`src/rtl/mcycle_ctrl_fsm.sv`:
```
// mcycle_ctrl_fsm: main control FSM of the multi-cycle ARM datapath with a
// memory ready/wait handshake, an optional iterative-multiply path and a sticky fault state.
`default_nettype none

module mcycle_ctrl_fsm #(
  parameter int MUL_EN      = 1,
  parameter int MUL_CYCLES  = 4,
  parameter int MEM_TIMEOUT = 16
) (
  input  logic       clk,
  input  logic       reset,
  input  logic [1:0] Op,
  input  logic [5:0] Funct,
  input  logic       MulOp,
  input  logic       mem_ready,
  output logic       mem_req,
  output logic       IRWrite,
  output logic       AdrSrc,
  output logic       ALUSrcA,
  output logic [1:0] ALUSrcB,
  output logic [1:0] ResultSrc,
  output logic       NextPC,
  output logic       RegW,
  output logic       MemW,
  output logic       Branch,
  output logic       ALUOp,
  output logic       mul_start,
  output logic       fault,
  output logic [3:0] state_o
);

  localparam logic [3:0] S_FETCH    = 4'd0;
  localparam logic [3:0] S_DECODE   = 4'd1;
  localparam logic [3:0] S_MEMADR   = 4'd2;
  localparam logic [3:0] S_MEMRD    = 4'd3;
  localparam logic [3:0] S_MEMWB    = 4'd4;
  localparam logic [3:0] S_MEMWR    = 4'd5;
  localparam logic [3:0] S_EXECUTER = 4'd6;
  localparam logic [3:0] S_EXECUTEI = 4'd7;
  localparam logic [3:0] S_ALUWB    = 4'd8;
  localparam logic [3:0] S_BRANCH   = 4'd9;
  localparam logic [3:0] S_MULEX    = 4'd10;
  localparam logic [3:0] S_MULWB    = 4'd11;
  localparam logic [3:0] S_FAULT    = 4'd12;

  // A zero timeout still needs a one-bit counter so the declaration stays legal.
  localparam int               WAIT_W    = (MEM_TIMEOUT > 0) ? $clog2(MEM_TIMEOUT + 1) : 1;
  localparam logic [WAIT_W-1:0] TIMEOUT_V = WAIT_W'(MEM_TIMEOUT);
  localparam logic [7:0]        MUL_LOAD  = 8'(MUL_CYCLES - 1);
  localparam logic              MUL_ON    = (MUL_EN != 0);
  localparam logic              TMO_ON    = (MEM_TIMEOUT != 0);

  logic [3:0]        state_q,    state_d;
  logic [WAIT_W-1:0] wait_cnt_q, wait_cnt_d;
  logic [7:0]        mul_cnt_q,  mul_cnt_d;
  logic              fault_q,    fault_d;
  logic              timeout_hit;
  logic              unused_funct;

  assign unused_funct = ^Funct[4:1];
  assign timeout_hit  = TMO_ON && (wait_cnt_q == TIMEOUT_V) && !mem_ready;

  always_comb begin
    state_d   = state_q;
    mul_cnt_d = mul_cnt_q;
    case (state_q)
      S_FETCH: begin
        if (mem_ready)        state_d = S_DECODE;
        else if (timeout_hit) state_d = S_FAULT;
      end
      S_DECODE: begin
        case (Op)
          2'b00: begin
            if (MUL_ON && MulOp && !Funct[5]) begin
              state_d   = S_MULEX;
              mul_cnt_d = MUL_LOAD;
            end else if (Funct[5]) begin
              state_d = S_EXECUTEI;
            end else begin
              state_d = S_EXECUTER;
            end
          end
          2'b01:   state_d = S_MEMADR;
          2'b10:   state_d = S_BRANCH;
          default: state_d = S_FAULT;
        endcase
      end
      S_MEMADR:   state_d = Funct[0] ? S_MEMRD : S_MEMWR;
      S_MEMRD: begin
        if (mem_ready)        state_d = S_MEMWB;
        else if (timeout_hit) state_d = S_FAULT;
      end
      S_MEMWR: begin
        if (mem_ready)        state_d = S_FETCH;
        else if (timeout_hit) state_d = S_FAULT;
      end
      S_EXECUTER: state_d = S_ALUWB;
      S_EXECUTEI: state_d = S_ALUWB;
      S_MULEX: begin
        if (mul_cnt_q == 8'd0) state_d   = S_MULWB;
        else                   mul_cnt_d = mul_cnt_q - 8'd1;
      end
      S_MEMWB:    state_d = S_FETCH;
      S_ALUWB:    state_d = S_FETCH;
      S_MULWB:    state_d = S_FETCH;
      S_BRANCH:   state_d = S_FETCH;
      S_FAULT:    state_d = S_FAULT;
      default:    state_d = S_FAULT;
    endcase
  end

  // Counting only while the same memory state persists clears it on entry and on completion.
  always_comb begin
    wait_cnt_d = '0;
    if (mem_req && !mem_ready && (state_d == state_q))
      wait_cnt_d = wait_cnt_q + 1'b1;
  end

  assign fault_d = fault_q | (state_d == S_FAULT);

  always_ff @(posedge clk or posedge reset) begin
    if (reset) begin
      state_q    <= S_FETCH;
      wait_cnt_q <= '0;
      mul_cnt_q  <= 8'd0;
      fault_q    <= 1'b0;
    end else begin
      state_q    <= state_d;
      wait_cnt_q <= wait_cnt_d;
      mul_cnt_q  <= mul_cnt_d;
      fault_q    <= fault_d;
    end
  end

  always_comb begin
    mem_req   = 1'b0;
    IRWrite   = 1'b0;
    AdrSrc    = 1'b0;
    ALUSrcA   = 1'b0;
    ALUSrcB   = 2'b00;
    ResultSrc = 2'b00;
    NextPC    = 1'b0;
    RegW      = 1'b0;
    MemW      = 1'b0;
    Branch    = 1'b0;
    ALUOp     = 1'b0;
    mul_start = 1'b0;
    case (state_q)
      S_FETCH: begin
        mem_req   = 1'b1;
        ALUSrcA   = 1'b1;
        ALUSrcB   = 2'b10;
        ResultSrc = 2'b10;
        IRWrite   = mem_ready;
        NextPC    = mem_ready;
      end
      S_DECODE: begin
        ALUSrcA   = 1'b1;
        ALUSrcB   = 2'b10;
        ResultSrc = 2'b10;
      end
      S_EXECUTER: ALUOp = 1'b1;
      S_EXECUTEI: begin
        ALUSrcB = 2'b01;
        ALUOp   = 1'b1;
      end
      S_MEMADR:   ALUSrcB = 2'b01;
      S_MEMRD: begin
        mem_req = 1'b1;
        AdrSrc  = 1'b1;
      end
      S_MEMWR: begin
        mem_req = 1'b1;
        AdrSrc  = 1'b1;
        MemW    = 1'b1;
      end
      S_MEMWB: begin
        RegW      = 1'b1;
        ResultSrc = 2'b01;
      end
      S_ALUWB:    RegW = 1'b1;
      // The counter only holds its load value during the first MULEX cycle.
      S_MULEX:    mul_start = (mul_cnt_q == MUL_LOAD);
      S_MULWB: begin
        RegW      = 1'b1;
        ResultSrc = 2'b11;
      end
      S_BRANCH: begin
        Branch    = 1'b1;
        ALUSrcB   = 2'b01;
        ResultSrc = 2'b10;
      end
      default: ;
    endcase
  end

  assign fault   = fault_q;
  assign state_o = state_q;

endmodule

`default_nettype wire

```
`config.mk`:
```
export PLATFORM = sky130hd
export DESIGN_NAME = mcycle_ctrl_fsm
export DESIGN_NICKNAME = d
export VERILOG_FILES = /design/src/rtl/mcycle_ctrl_fsm.sv
export SDC_FILE = /design/constraint.sdc
export NUM_CORES = 1
export LEC_CHECK = 0
export CAP_MARGIN = 15
export CORE_UTILIZATION = 40
export DETAILED_ROUTE_END_ITERATION = 12
export DONT_BUFFER_PORTS = 1
export PLACE_DENSITY = 0.56
export REMOVE_ABC_BUFFERS = 1
export SLEW_MARGIN = 20
export SYNTH_ARGS = -nofsm -noshare
export SYNTH_HDL_FRONTEND = slang
export SYNTH_SLANG_ARGS = --single-unit
```
`constraint.sdc`:
```
create_clock -name clk -period 1.75 [get_ports clk]
set_input_delay 0.35 -clock clk [delete_from_list [all_inputs] [get_ports clk]]
set_output_delay 0.35 -clock clk [all_outputs]
set_load 0.05 [all_outputs]
```
==> flow_metrics.env <==
export IMPL_path_depth=5
export IMPL_cp_required_ns=1.40
export IMPL_cts_root_buf="clkbuf_4"
export IMPL_wire_per_inst_um=15.5
export IMPL_power_density_mw_per_mm2=348
export IMPL_core_area_mm2=0.00303
export IMPL_antenna_cells=0
export IMPL_ys_flop_type="dfrtp_1"
export IMPL_synth_area_per_cell_um2=7.83
export IMPL_grt_max_degree=19
export IMPL_gr_usage_all_layers=0.237
export IMPL_regArea_um2=453
export IMPL_violations="setup timing"
export IMPL_multi_input_area_um2=936
export IMPL_grt_pass1_wl_mm=6.17
export IMPL_num_rows=20
export IMPL_async_reset_ff_frac=1.00
export IMPL_critPathCaptureType="output pin"
export IMPL_setup_viol=17
export IMPL_drt_iter0_drc=76
export IMPL_drt_total_wl_mm=3.86
export IMPL_final_common_cell="buf_4"
export IMPL_dpl_instance_area_mm2=0.00160
export IMPL_final_cell_mix="buf_4 (28), nor2_1 (16), dfrtp_1 (16)"
export IMPL_setup_ws_ns=-0.218
export IMPL_portBuffers=0
export IMPL_maxCapViolCount=0
export IMPL_num_io_pins=31
export IMPL_insertion_delay_ns=0.29
export IMPL_gp_congestion=0.865
export IMPL_antenna_found_initial=0
export IMPL_fp_dieArea_mm2=0.00338
export IMPL_dp_cells=231
export IMPL_yosys_warnings=0
export IMPL_max_slew_worst_pin_slew_ns=0.733
export IMPL_utilization=0.663
export IMPL_clock_path_buffers=2
export IMPL_endpoint="mem_req"
export IMPL_hpwl_mm=2.50
export IMPL_cts_htree_levels=1
export IMPL_drv_slew=0
export IMPL_top_usage_layer="met2"
export IMPL_drc=0
export IMPL_cp_data_arrival_time_ns=1.62
export IMPL_drive_gt1_frac=0.468
export IMPL_use_met1=0.293
export IMPL_grt_pass1_vias=1369
export IMPL_ys_types=41
export IMPL_hold_violations=0
export IMPL_die_w_um=58.2
export IMPL_cts_made_buffers=3
export IMPL_hold_class="in -> async"
export IMPL_rsz0062_at_grt="yes"
export IMPL_cp_slowest_stage_delay_ns=0.41
export IMPL_ys_ff_latch=18
export IMPL_initial_core_util=0.417
export IMPL_relSlewSlack=0.511
export IMPL_cp_top_family="flip-flops"
export IMPL_p_leak_uw=0.000860
export IMPL_cp_max_fo=5
export IMPL_die_h_um=58.2
export IMPL_synth_edf_count=0
export IMPL_vias=1361
export IMPL_synth_area_mm2=0.00126
export IMPL_r2r_start="state_o[1]"
export IMPL_nFillCells=249
export IMPL_cts_tree="done"
export IMPL_critPathLaunchType="flop"
export IMPL_critPathSlowestCell="dfrtp_1"
export IMPL_routed_via_density=5.47
export IMPL_met2_usage=0.409
export IMPL_grtUsageMet3=0.0580
export IMPL_fin_area_mm2=0.00201
export IMPL_max_clock_freq_mhz=508
export IMPL_reg2reg_to="fault"
export IMPL_ctsHoldBuffers=0
export IMPL_layout_min_cycle_time_ns=1.97
export IMPL_crit_chain="buf_6 -> or2_4 -> mux2_4 -> nor2_4 -> buf_8"
export IMPL_status="finished, violations left"
export IMPL_fin_crit_sh=1.12
export IMPL_path_buf_inv=2
export IMPL_irDropWorstVdd_mv=0.417
export IMPL_ys_seq_area_frac=0.357
export IMPL_syn_inst=161
export IMPL_hold_ws_ns=0.0535
export IMPL_finClkSkew_ns=0.00728
export IMPL_fin_cells=249
export IMPL_crit_type="reg -> out"
export IMPL_firstDrtPassIters=5
export IMPL_clk_pin_slew_worst_paths_ns=0.11
export IMPL_clock_sinks=18
export IMPL_antenna_left=0
export IMPL_finalPower_uw=698
export IMPL_nets=222
export IMPL_rr_worst_depth=9
export IMPL_areaGrowthSynthToFinish_pct=59.2
export IMPL_critical_path_startpoint="state_o[1]"
export IMPL_grt_overflow=0
export IMPL_reg2reg_setup_slack_ns=-0.09
[registers in the layout, indices dropped and copies added (netlist names)]
signal	flops
fault	1
mul_cnt_q	8
state_o	4
wait_cnt_q	5
[area by class of cell]
type / instances / share of cell area
flip-flops and latches: 18 / 0.226
well taps: 44 / 0.0274
clock buffers: 4 / 0.0181
multi-input cells: 125 / 0.466
repair buffers: 48 / 0.244
inverters: 10 / 0.0187
[worst min-delay path by stage]
| stage | from | endpoint | slack (ns) |
|---|---|---|---|
| after floorplan | reset | fault | 0.29 |
| after global placement | reset | mul_cnt_q[2] | 0.37 |
| after detailed placement | reset | mul_cnt_q[2] | 0.40 |
| after CTS | reset | mul_cnt_q[2] | 0.07 |
| after global routing | reset | mul_cnt_q[2] | 0.09 |
| final | reset | mul_cnt_q[2] | 0.05 |
[worst reg2reg max path, stage by stage, from the launching register on]
cell and delay [ns]:
dfrtp_1 0.39, buf_6 0.14, buf_8 0.20, nor2_4 0.07, buf_4 0.13, buf_4 0.12
a32oi_1 0.18, nand2_1 0.09, a221oi_2 0.28, o31ai_1 0.13
[cell usage after synthesis (all sizes together), types with 2 or more instances]
cell type,n,area (um^2)
a21oi,6,30.0
a21o,2,15.0
and3,2,12.5
ha,4,50.1
and2,3,18.8
nand3,6,30.0
inv,10,37.5
xnor2,2,17.5
a221oi,2,35.0
a31oi,3,18.8
nand2,18,67.6
o21ai,13,65.1
dfrtp,18,450
or4,2,18.8
clkbuf,6,22.5
buf,2,12.5
nor4,2,12.5
nor3b,4,30.0
nor2b,2,12.5
nor3,10,50.1
xor2,2,17.5
nor2,26,97.6
nand2b,3,26.3
[metrics by stage]
step | setup slack [ns] | TNS (ns)
after global routing | -0.286 | -3.13
after global placement | -0.0598 | -0.182
after floorplan | -1.15 | -16.63
after detailed placement | -0.0794 | -0.346
after CTS | -0.227 | -1.36
final | -0.218 | -1.58
[logic make-up after synthesis]
group	after synthesis	share of synthesized area
adder cells (fa/ha/maj)	4	0.0397
XOR/XNOR	4	0.0278
AND/OR/NAND/NOR	82	0.323
multiplexers	1	0.00893
AO/OA/AOI/OAI	34	0.186
flip-flops	18	0.357
buffers and inverters	18	0.0575
[repair_timing]
| action | in CTS | in global routing |
|---|---|---|
| pin swaps | 8 | 16 |
| hold endpoints to repair | 0 | 0 |
| buffers inserted | 11 | 3 |
| gates resized for setup | 46 | 31 |
| setup endpoints to repair | 19 | 27 |
[metal layers]
| metal | vias to the layer above | wire length, um |
|---|---|---|
| met4 | 0 | 29 |
| met3 | 4 | 186 |
| met5 | - | 0 |
| li1 | 650 | - |
| met1 | 665 | 1530 |
| met2 | 42 | 2110 |
[where the power goes]
part           switching [uW]  leakage, uW  internal (uW)
clock                     133    0.0000210            127
combinational            16.2     0.000632           6.17
sequential                  0     0.000208            416
total                     149     0.000860            548
(Power assumes the default switching activity.)
